`src/rtl/rgb_palette_lut_pkg.sv`:
```
// Shared types and helpers for the writable RGB palette LUT.
// Holds the FSM state type, the default channel width and the default-palette generator.
package rgb_pkg;

    typedef enum logic {
        INIT,
        IDLE
    } state_t;

    localparam int unsigned CH_W_DEF = 8;
    localparam int unsigned CH_W_MAX = 32;

    // Entry index bits {r,g,b} select all-ones or zero per channel; result is packed {R,G,B} in the low 3*ch_w bits.
    function automatic logic [3*CH_W_MAX-1:0] default_colour(input logic [2:0] idx,
                                                               input int unsigned ch_w);
        logic [3*CH_W_MAX-1:0] w;
        w = '0;
        for (int unsigned j = 0; j < ch_w; j++) begin
            w[2*ch_w + j] = idx[2];
            w[ch_w + j]   = idx[1];
            w[j]          = idx[0];
        end
        return w;
    endfunction

endpackage

```
`src/rtl/rgb_palette_lut_scale.sv`:
```
// One-cycle registered brightness scaler for a single colour channel.
// Output = (ch * (bright+1)) >> 8, updated only when en_i is high.
module rgb_scale #(
    parameter int unsigned CH_W = 8
) (
    input  logic            clk,
    input  logic            rst,
    input  logic            en_i,
    input  logic [CH_W-1:0] ch_i,
    input  logic [7:0]      bright_i,
    output logic [CH_W-1:0] ch_o
);

    logic [CH_W+8:0] prod;
    logic [CH_W-1:0] ch_d;
    logic [CH_W-1:0] ch_q;

    always_comb begin
        prod = (CH_W+9)'(ch_i) * ((CH_W+9)'(bright_i) + (CH_W+9)'(1));
        ch_d = CH_W'(prod >> 8);
    end

    always_ff @(posedge clk or posedge rst) begin
        if (rst) begin
            ch_q <= '0;
        end else if (en_i) begin
            ch_q <= ch_d;
        end
    end

    assign ch_o = ch_q;

endmodule

```
`src/rtl/rgb_palette_lut.sv`:
```
// Writable colour palette LUT: self-loads a default palette, then serves pipelined reads.
// Optional brightness scaling stage enabled by defining RGB_BRIGHTNESS_EN.
module rgb_palette_lut
    import rgb_pkg::*;
#(
    parameter int unsigned ADDR_W = 3,
    parameter int unsigned CH_W   = CH_W_DEF,
    parameter int unsigned RD_LAT = 1
) (
    input  logic                clk,
    input  logic                rst,
    input  logic [ADDR_W-1:0]   colour,
    input  logic                enable,
    input  logic                wr_en,
    input  logic [ADDR_W-1:0]   wr_addr,
    input  logic [3*CH_W-1:0]   wr_data,
    input  logic                init_req,
`ifdef RGB_BRIGHTNESS_EN
    input  logic [7:0]          bright,
`endif
    output logic                busy,
    output logic [3*CH_W-1:0]   rgb,
    output logic                rgb_valid
);

    localparam int unsigned DEPTH = 1 << ADDR_W;
    localparam int unsigned RGB_W = 3 * CH_W;
    localparam int unsigned CNT_W = ADDR_W + 1;

    if (RD_LAT != 1 && RD_LAT != 2) begin : g_bad_lat
        $error("rgb_palette_lut: RD_LAT must be 1 or 2");
    end

    state_t             state_q, state_d;
    logic [CNT_W-1:0]   cnt_q, cnt_d;

    always_ff @(posedge clk or posedge rst) begin
        if (rst) begin
            state_q <= INIT;
            cnt_q   <= '0;
        end else begin
            state_q <= state_d;
            cnt_q   <= cnt_d;
        end
    end

    always_comb begin
        state_d = state_q;
        cnt_d   = cnt_q;
        if (state_q == INIT) begin
            if (cnt_q == CNT_W'(DEPTH - 1)) begin
                state_d = IDLE;
                cnt_d   = '0;
            end else begin
                cnt_d = cnt_q + CNT_W'(1);
            end
        end else if (init_req) begin
            state_d = INIT;
            cnt_d   = '0;
        end
    end

    assign busy = (state_q == INIT);

    logic [RGB_W-1:0]   mem [DEPTH];
    logic               mem_we;
    logic [ADDR_W-1:0]  mem_waddr;
    logic [RGB_W-1:0]   mem_wdata;
    logic [2:0]         dflt_idx;

    always_comb begin
        dflt_idx = 3'(cnt_q[ADDR_W-1:0]);
        if (state_q == INIT) begin
            mem_we    = 1'b1;
            mem_waddr = cnt_q[ADDR_W-1:0];
            mem_wdata = RGB_W'(default_colour(dflt_idx, CH_W));
        end else begin
            mem_we    = wr_en;
            mem_waddr = wr_addr;
            mem_wdata = wr_data;
        end
    end

    always_ff @(posedge clk) begin
        if (mem_we) begin
            mem[mem_waddr] <= mem_wdata;
        end
    end

    logic               rd_en;
    logic [RGB_W-1:0]   rd_data;

    // Write-first bypass: a same-index write in IDLE is returned by the concurrent read.
    always_comb begin
        rd_en   = enable && (state_q == IDLE);
        rd_data = mem[colour];
        if (wr_en && (state_q == IDLE) && (wr_addr == colour)) begin
            rd_data = wr_data;
        end
    end

    logic [RGB_W-1:0]   s1_data_q;
    logic               s1_valid_q;
    logic [RGB_W-1:0]   fin_data;
    logic               fin_valid;
`ifdef RGB_BRIGHTNESS_EN
    logic [7:0]         s1_bright_q;
    logic [7:0]         fin_bright;
`endif

    always_ff @(posedge clk or posedge rst) begin
        if (rst) begin
            s1_valid_q  <= 1'b0;
            s1_data_q   <= '0;
`ifdef RGB_BRIGHTNESS_EN
            s1_bright_q <= '0;
`endif
        end else begin
            s1_valid_q <= rd_en;
            if (rd_en) begin
                s1_data_q   <= rd_data;
`ifdef RGB_BRIGHTNESS_EN
                s1_bright_q <= bright;
`endif
            end
        end
    end

    if (RD_LAT == 2) begin : g_lat2
        logic [RGB_W-1:0]   s2_data_q;
        logic               s2_valid_q;
`ifdef RGB_BRIGHTNESS_EN
        logic [7:0]         s2_bright_q;
`endif

        always_ff @(posedge clk or posedge rst) begin
            if (rst) begin
                s2_valid_q  <= 1'b0;
                s2_data_q   <= '0;
`ifdef RGB_BRIGHTNESS_EN
                s2_bright_q <= '0;
`endif
            end else begin
                s2_valid_q <= s1_valid_q;
                if (s1_valid_q) begin
                    s2_data_q   <= s1_data_q;
`ifdef RGB_BRIGHTNESS_EN
                    s2_bright_q <= s1_bright_q;
`endif
                end
            end
        end

        assign fin_data   = s2_data_q;
        assign fin_valid  = s2_valid_q;
`ifdef RGB_BRIGHTNESS_EN
        assign fin_bright = s2_bright_q;
`endif
    end else begin : g_lat1
        assign fin_data   = s1_data_q;
        assign fin_valid  = s1_valid_q;
`ifdef RGB_BRIGHTNESS_EN
        assign fin_bright = s1_bright_q;
`endif
    end

`ifdef RGB_BRIGHTNESS_EN
    logic [CH_W-1:0]    r_s, g_s, b_s;
    logic               out_valid_q;

    rgb_scale #(.CH_W(CH_W)) u_scale_r (
        .clk      (clk),
        .rst      (rst),
        .en_i     (fin_valid),
        .ch_i     (fin_data[3*CH_W-1:2*CH_W]),
        .bright_i (fin_bright),
        .ch_o     (r_s)
    );

    rgb_scale #(.CH_W(CH_W)) u_scale_g (
        .clk      (clk),
        .rst      (rst),
        .en_i     (fin_valid),
        .ch_i     (fin_data[2*CH_W-1:CH_W]),
        .bright_i (fin_bright),
        .ch_o     (g_s)
    );

    rgb_scale #(.CH_W(CH_W)) u_scale_b (
        .clk      (clk),
        .rst      (rst),
        .en_i     (fin_valid),
        .ch_i     (fin_data[CH_W-1:0]),
        .bright_i (fin_bright),
        .ch_o     (b_s)
    );

    always_ff @(posedge clk or posedge rst) begin
        if (rst) begin
            out_valid_q <= 1'b0;
        end else begin
            out_valid_q <= fin_valid;
        end
    end

    assign rgb       = {r_s, g_s, b_s};
    assign rgb_valid = out_valid_q;
`else
    assign rgb       = fin_data;
    assign rgb_valid = fin_valid;
`endif

endmodule
```
`config.mk`:
```
export PLATFORM = sky130hd
export DESIGN_NAME = rgb_palette_lut
export DESIGN_NICKNAME = d
export VERILOG_FILES = /design/src/rtl/rgb_palette_lut_pkg.sv /design/src/rtl/rgb_palette_lut_scale.sv /design/src/rtl/rgb_palette_lut.sv
export SDC_FILE = /design/constraint.sdc
export NUM_CORES = 1
export LEC_CHECK = 0
export ABC_CLOCK_PERIOD_IN_PS = 2600
export CORE_MARGIN = 1.5
export CORE_UTILIZATION = 55
export CTS_BUF_LIST = sky130_fd_sc_hd__clkbuf_4
export DETAILED_ROUTE_END_ITERATION = 6
export PLACE_DENSITY = 0.84
export SYNTH_ARGS = -nofsm -noshare
export SYNTH_HDL_FRONTEND = slang
export SYNTH_HIERARCHICAL = 1
export SYNTH_SLANG_ARGS = --single-unit
```
`constraint.sdc`:
```
create_clock -name clk -period 2.6 [get_ports clk]
set_clock_uncertainty 0.1 [all_clocks]
set_input_delay 0.26 -clock clk [delete_from_list [all_inputs] [get_ports clk]]
set_output_delay 0.26 -clock clk [all_outputs]
set_load 0.01 [all_outputs]
```
[After elaboration in Yosys (flattened, before gate mapping)]
Memories as Yosys holds them, arrays and structs flattened. A register that Yosys moved wholly into a read port is not among the register bits.
Cells that the tools add are included.
Storage, ports and cells
  input port bits: 35
  register bits: 6
  bits in latches: 0
  output and inout port bits: 26
  memory bits (writable): 192
  ROM bits: 0
  memories: 1
Cells by class
  $lt $le $gt $ge: 0
  $add $sub $neg: 1
  reductions and logical operators: 1
  multipliers: 0
  bitwise logic cells: 1
  multiplexer cells: 11
  divide/modulo/power cells: 0
  shifts and indexed selects: 0
  equal/unequal tests: 2
Memories
  mem: words 8, width 24, rd ports 1, clocked after memory_dff 1, write ports 1, line rgb_palette_lut.sv:65  | logic [RGB_W-1:0] mem [DEPTH];
Operators with widths (count)
  $mux W24: 1
  $mux W4: 3
  $mux W1: 6
  $add A4 B1 Y4 const B: 1
  $eq A4 B3 Y1 const B: 1
  $mux W3: 1
  $ne A2 B2 Y1 const B: 1
  $logic_and A1 B1 Y1: 1
  $not A1 Y1: 1

[Depth between registers and ports, before layout]
Gate-level depths: netlist (run 1).
  word-level depth: 3
  gate-level depth with buffers: 7
  gate-level depth less buffers: 5

[Worst setup path before layout (run 1)]
OpenSTA, ideal clock, no wires.
  kind: register to register
  from: reg state_q
  to: mem mem[6][0] (netlist bit) (enable)
  path buffers: 1
  path slack: 0.024 ns
  arrival: 2.072 ns
  library setup time: 0.405 ns
  stages on the path, launching flop included: 5
  period minus slack after synthesis: 2.576 ns
  cell sequence: dfrtp_1 > buf_6 > mux2i_4 > or2_2 > nor2_1
Between the ends
  word-level cells in the longest chain between the ends: 3
  elaborated cells on any way between the ends: 4
  classes of those cells: mux: 4
RTL lines
  start: declaration: line rgb_palette_lut.sv:34  | state_t state_q, state_d;
  start signal: assignment: line rgb_palette_lut.sv:42  | state_q <= state_d;
  $mux W1: line rgb_palette_lut.sv:73  | if (state_q == INIT) begin
  $mux W1: line rgb_palette_lut.sv:85  | if (mem_we) begin
  $mux W1 (not written as such): line rgb_palette_lut.sv:86  | mem[mem_waddr] <= mem_wdata;
  end: declaration: line rgb_palette_lut.sv:65
Several ways; a longest one is shown, not always the timed one.

[Worst setup path in the final report (run 1)]
  from: reg state_q
  to: out busy
Between the ends
  word-level cells in the longest chain between the ends: 1
RTL lines
  $not A1 Y1
  end: declaration: line rgb_palette_lut.sv:21  | output logic busy,
Every way passes these cells.

==> impl_metrics.yaml, run 1 <==
layout:
  nets: 637
  mostFrequentLayoutCell: "edfxtp_1"
  stdcell_area_um2: 10600
  post_route_cells_drive_above_1_share: 0.2972
  mostFrequentLayoutCells: "edfxtp_1 (192), clkbuf_4 (75), clkdlybuf4s50_1 (58)"
  finalCoreUtilization: 0.6698
  flow.area_growth_from_synthesis_pct: 19.46
  nFillCells: 1021
yosys:
  synth_warnings: 6
  ys_seq_area_frac: 0.7342
  syn-cell-area_um2: 8875
  synthDistinctLibCells: 37
  synth_fp_nets: 516
  postSynthAreaPerCell_um2: 18.49
  ys_ff_latch: 222
  postSynthCellCount: 480
placed_design:
  placed_cell_area_um2: 9894
  buffer_ports.inserted: 60
  place.detailed.hpwl_mm: 11.85
  routability_cong: 0.8384
  dpl_worst_slack_ps: 299.3
worst_setup_path:
  critical_path.reg2reg.startpoint: "state_q$_DFF_PP0_"
  critical_path.startpoint: "state_q$_DFF_PP0_"
  cp_data_arrival_time_ps: 2100
  cp_slowest_cell: "clkdlybuf4s50_1"
  cell_breakdown_of_the_critical_path: "buf_6, inv_1, clkdlybuf4s50_1"
  ff2ff_path_depth: 4
  worst-setup-path-type: "reg2out"
  crit_fanout: 27
  type_of_destination_of_the_critical_path: "output pin"
  critical_path.startpoint_type: "flip-flop"
  cp_slowest_stage_delay_ps: 520
  endpoint_required_time_on_the_critical_path_ps: 2240
floorplan:
  effective_utilization_at_floorplan: 0.5607
  vert_die_dim_um: 130.0
  fp.coreArea_um2: 15830
  row_count: 46
  design.die.area_um2: 16910
  floorplan.io_pins: 61
  dieWidth_um: 130.0
clock_network:
  cts.path.max_buffers: 3
  htreeDepth: 2
  cts_root_buffer: "clkbuf_4"
  cts_buffers: 53
  post-cts-setup-buffers: 0
  clk_pin_slew_worst_paths_ps: 60
  tritoncts: "built"
  worstSkewPairLatency_ps: 690
  clock_sink_total: 222
global_routing:
  grt_pass1_wl_mm: 29.59
  grt_pass1_vias: 5355
  grt_antenna_before_repair: 2
  grt.overflow.total: 0
  grt_start_max_net_pins: 31
  gr-usage-all-layers: 0.2413
sta:
  final_min_period_over_clock_period: 0.9444
  worst-slew-pin-transition_ps: 686.4
  finalCriticalPeriod_ps: 2455
  max_slew_violation_count: 0
  setup-violations-final: 0
  fmax_ghz: 0.4073
  fin_hold_ws_ps: 98.15
  setup_repair_after_global_routing_missed_its_margin: "no"
  report.final.hold_viol_count: 0
  slew-limit-headroom: 0.5403
  accumulated_negative_setup_slack_ps: 0
  final_critical_path_setup_slack_ps: 144.6
power_and_ir_drop:
  static-leakage-power_uw: 0.003728
  vdd_ir_drop_max_mv: 0.6976
  power_density_nw_per_um2: 1271
drt:
  final_wl_mm: 19.70
  route.vias.total: 5130
  drt_drc_violations_left: 0
  drt_first_iter_violations: 379
  vias_per_cell: 5.938
  antenna_left: 0
  wl_per_cell_um: 22.80
  number_of_detailed_route_iterations_in_the_first_pass: 5
min_path:
  timing.hold.worst.class: "in2reg"
  hold_path.startpoint: "wr_data[22]"
  hold_depth: 3
flow_run:
  max-cap-violations: 0
run_status:
  run_status: "finished, final reports clean"
## Yosys cell counts
cell	count	area, um^2
buf_2	3	15.01
or2b_1	1	7.510
a22o_1	2	17.52
o2bb2ai_1	1	8.760
a211oi_1	12	90.09
xnor2_2	1	16.27
buf_1	2	7.510
nor2_1	20	75.07
o22ai_1	15	93.84
and2_1	1	6.260
buf_6	5	56.30
o21ai_0	3	15.01
a31oi_1	12	75.07
nand2_1	38	142.6
nor2b_1	10	62.56
or2_2	1	6.260
nand3_1	1	5.000
clkbuf_2	1	5.000
a21oi_1	14	70.07
buf_4	4	30.03
xnor2_1	2	17.52
edfxtp_1	192	5766
nor3_1	6	30.03
inv_1	11	41.29
nand3b_1	1	7.510
mux2i_4	1	22.52
nand2b_1	2	12.51
clkbuf_1	14	52.55
nor4b_4	1	23.77
mux4_2	48	1081
mux2i_2	1	13.76
and3_1	6	37.54
o31ai_4	1	21.27
mux2_2	15	168.9
nor3_2	1	10.01
ha_1	1	12.51
dfrtp_1	30	750.7
## timing repair
action,in CTS,in global routing
gates resized for setup,0,1
hold buffers,1,0
endpoints found under the setup margin,0,1
endpoints found under the hold margin,30,0
## path summary, 6_finish.rpt
path                                             end  slack [ps]
worst max register to register  mem[6][23]$_DFFE_PP_         370
min in group asynchronous        rgb[14]$_DFFE_PP0P_         450
worst min-delay path             rgb[22]$_DFFE_PP0P_         100
worst max-delay path                            busy         140
max in group asynchronous       cnt_q[3]$_DFFE_PP0P_        1590
worst min register to register  cnt_q[3]$_DFFE_PP0P_         430
## state kept, by name (all words and copies together) (netlist names)
register   count
rgb           24
cnt_q          4
rgb_valid      1
state_q        1
mem          192
## power by group
part / internal (uW) / total [uW] / switching, uW
Clock: 1440 / 2810 / 1370
Combinational: 1540 / 4030 / 2490
Sequential: 6160 / 6630 / 473
## worst max-delay path: cells and delay by family (launching register included)
kind	cells	cell delay, ps
buf+inv	3	950
flops	1	480
## through the flow
step / power (uW) / std cells
detailed placement: 10660 / 761
global placement: 10340 / 761
floorplan: 8837 / 480
CTS: 13500 / 862
finish: 13470 / 864
global route: 14090 / 864
## per-layer routing
layer	up-vias	track usage	part of all wire
met3	30	0.06601	0.092
met4	0	0.09608	0.019
met1	2636	0.3204	0.38
li1	2194	-	-
met5	-	0	0
met2	270	0.3842	0.51
## area by class of cell
cell class / count / area, um^2 / share of cell area
Sequential cell: 222 / 6516 / 0.6147
Clock buffer: 75 / 563.0 / 0.05311
Inverter: 11 / 41.29 / 0.003895
Clock inverter: 25 / 125.1 / 0.01180
Timing Repair Buffer: 95 / 909.6 / 0.08580
Multi-Input combinational cell: 218 / 2171 / 0.2048
Antenna cell: 2 / 5.005 / 0.0004721
Tap cell: 216 / 270.3 / 0.02549
## cell families (layout without fill, tap and decap cells)
| logic type | after synthesis | after routing | synth area share |
|---|---|---|---|
| other | 0 | 2 | 0 |
| xor gates and xnor gates | 3 | 3 | 0.003807 |
| adders and majority gates | 1 | 1 | 0.001410 |
| and+or+nand+nor | 89 | 89 | 0.04808 |
| buffers and inverters | 40 | 206 | 0.02340 |
| muxes | 65 | 65 | 0.1449 |
| DFF | 222 | 222 | 0.7342 |
| AOI/OAI and AO/OA | 60 | 60 | 0.04413 |
No activity file was read; power rests on OpenSTA's default activity.
==> run 2: changes to the inputs <==
--- a/config.mk
+++ b/config.mk
@@ -6,9 +6,11 @@
 export NUM_CORES = 1
 export LEC_CHECK = 0
 export ABC_CLOCK_PERIOD_IN_PS = 2600
+export CORE_ASPECT_RATIO = 0.8
 export CORE_MARGIN = 1.5
 export CORE_UTILIZATION = 55
 export CTS_BUF_LIST = sky130_fd_sc_hd__clkbuf_4
+export CTS_CLUSTER_DIAMETER = 100
 export DETAILED_ROUTE_END_ITERATION = 6
 export PLACE_DENSITY = 0.84
 export SYNTH_ARGS = -nofsm -noshare
==> run 2 against run 1 <==
Effect of this change:
- combinational power is essentially flat
- final area decreased by 0.47%
- non-clock buffer count shrank 4
- die area barely moved
- critical path type unchanged
- largest cell class unchanged
==> impl_metrics.yaml, run 2 (synthesized netlist as in run 1, its figures left out) <==
sta:
  max_slew_violation_count: 0
  report.final.hold_viol_count: 0
  fmax_ghz: 0.4171
  accumulated_negative_setup_slack_ps: 0
  setup-violations-final: 0
  finalCriticalPeriod_ps: 2398
  setup_repair_after_global_routing_missed_its_margin: "no"
  fin_hold_ws_ps: 141.2
  final_min_period_over_clock_period: 0.9222
  worst-slew-pin-transition_ps: 603.0
  slew-limit-headroom: 0.5971
placed_design:
  placed_cell_area_um2: 9876
  place.detailed.hpwl_mm: 11.36
  buffer_ports.inserted: 60
  routability_cong: 0.8340
floorplan:
  design.die.area_um2: 16910
  dieWidth_um: 145.0
  effective_utilization_at_floorplan: 0.5617
  row_count: 41
  vert_die_dim_um: 116.6
  fp.coreArea_um2: 15800
  floorplan.io_pins: 61
run_status:
  run_status: "finished, final reports clean"
power_and_ir_drop:
  share_clk_of_total_power: 0.200
  power_frac_comb: 0.301
  power_density_nw_per_um2: 1260
  internal_power_uw: 9093
  power.share.switching: 0.3159
  p_sw_uw: 4200
  sequentialPowerShare: 0.499
  vdd_ir_drop_max_mv: 0.6127
  static-leakage-power_uw: 0.003696
drt:
  route.vias.total: 5015
  wl_per_cell_um: 22.15
  drt_first_iter_violations: 473
  final_wl_mm: 18.91
  number_of_detailed_route_iterations_in_the_first_pass: 5
  vias_per_cell: 5.872
  antenna_left: 0
  drt_drc_violations_left: 0
clock_network:
  cts_buffers: 51
  worstSkewPairLatency_ps: 620
  cts.path.max_buffers: 3
  post-cts-setup-buffers: 0
  clk_pin_slew_worst_paths_ps: 70
  cts_root_buffer: "clkbuf_4"
  clock_sink_total: 222
  htreeDepth: 2
  tritoncts: "built"
global_routing:
  grt_antenna_before_repair: 1
  gr-usage-all-layers: 0.2374
  grt.overflow.total: 0
  grt_pass1_wl_mm: 29.62
  grt_pass1_vias: 5266
  grt_start_max_net_pins: 50
layout:
  mostFrequentLayoutCells: "edfxtp_1 (192), clkbuf_4 (78), clkdlybuf4s50_1 (58)"
  post_route_cells_drive_above_1_share: 0.2998
  registers.top_by_ff_count: "mem"
  stdcell_area_um2: 10550
  nets: 631
  largest_register_ffs: 192
  mostFrequentLayoutCell: "edfxtp_1"
  flow.area_growth_from_synthesis_pct: 18.89
  finalCoreUtilization: 0.6678
worst_setup_path:
  crit_fanout: 27
  cp_data_arrival_time_ps: 2040
  type_of_destination_of_the_critical_path: "output pin"
  critical_path.startpoint_type: "flip-flop"
  endpoint_required_time_on_the_critical_path_ps: 2240
  worst-setup-path-type: "reg2out"
min_path:
  timing.hold.worst.class: "in2reg"
flow_run:
  max-cap-violations: 0
run 2: final timing paths:
path | startpoint | end | slack, ps | cells past startpoint
max | state_q$_DFF_PP0_ | busy | 200 | 3
min | wr_data[18] | rgb[18]$_DFFE_PP0P_ | 140 | 3
max reg2reg | state_q$_DFF_PP0_ | rgb[4]$_DFFE_PP0P_ | 380 | 6
min reg2reg | cnt_q[3]$_DFFE_PP0P_ | cnt_q[3]$_DFFE_PP0P_ | 470 | 2
max in group asynchronous | rst | rgb[13]$_DFFE_PP0P_ | 1550 | 4
min in group asynchronous | rst | rgb[10]$_DFFE_PP0P_ | 510 | 4
run 2: repair_timing:
| action | 4_1_cts | 5_1_grt |
|---|---|---|
| setup endpoints to repair | 0 | 1 |
| resized for setup | 0 | 1 |
| hold buffers | 1 | 0 |
| endpoints found under the hold margin | 30 | 0 |
run 2: cell type report:
type,count,area (um^2)
sequential,222,6516
tap,215,269.0
timing repair buffer,91,892.1
inverter,11,41.29
fill,1110,5249
multi-input combinational,218,2171
clock inverter,17,71.32
clock buffer,78,585.6
antenna,2,5.005
run 2: critical path: stages (launching register included):
cell and delay, ps:
dfrtp_1 490, buf_6 290, inv_1 140, clkdlybuf4s50_1 500
run 2: layer usage:
layer  wire, um  up-vias  global-route usage
met3       1806       30             0.05391
met2       9105      258              0.3844
met1       7712     2539              0.3285
li1           -     2188                   -
met5          0        -                   0
met4        289        0             0.07560
run 2: stage by stage:
stage | setup WS (ps) | instances | total power, uW
finish | 202.3 | 854 | 13290
CTS | 84.93 | 852 | 13360
floorplan | 23.67 | 480 | 8837
global placement | 369.7 | 756 | 10390
detailed placement | 303.4 | 756 | 10690
global route | 95.43 | 854 | 13990
run 2: power by group through the flow:
| stage | clock (uW) | combinational (uW) | sequential [uW] |
|---|---|---|---|
| after floorplan | 0 | 2220 | 6620 |
| after global placement | 0 | 3810 | 6570 |
| after detailed placement | 0 | 3990 | 6700 |
| after CTS | 2710 | 4010 | 6630 |
| after global routing | 2930 | 4320 | 6740 |
| final | 2660 | 4000 | 6630 |
==> run 3: changes to the inputs <==
--- a/config.mk
+++ b/config.mk
@@ -13,6 +13,7 @@
 export CTS_CLUSTER_DIAMETER = 100
 export DETAILED_ROUTE_END_ITERATION = 6
 export PLACE_DENSITY = 0.84
+export SLEW_MARGIN = 20
 export SYNTH_ARGS = -nofsm -noshare
 export SYNTH_HDL_FRONTEND = slang
 export SYNTH_HIERARCHICAL = 1
==> results of run 3 <==
Same layout as run 2: the final DEF is identical, and so are final timing and power.
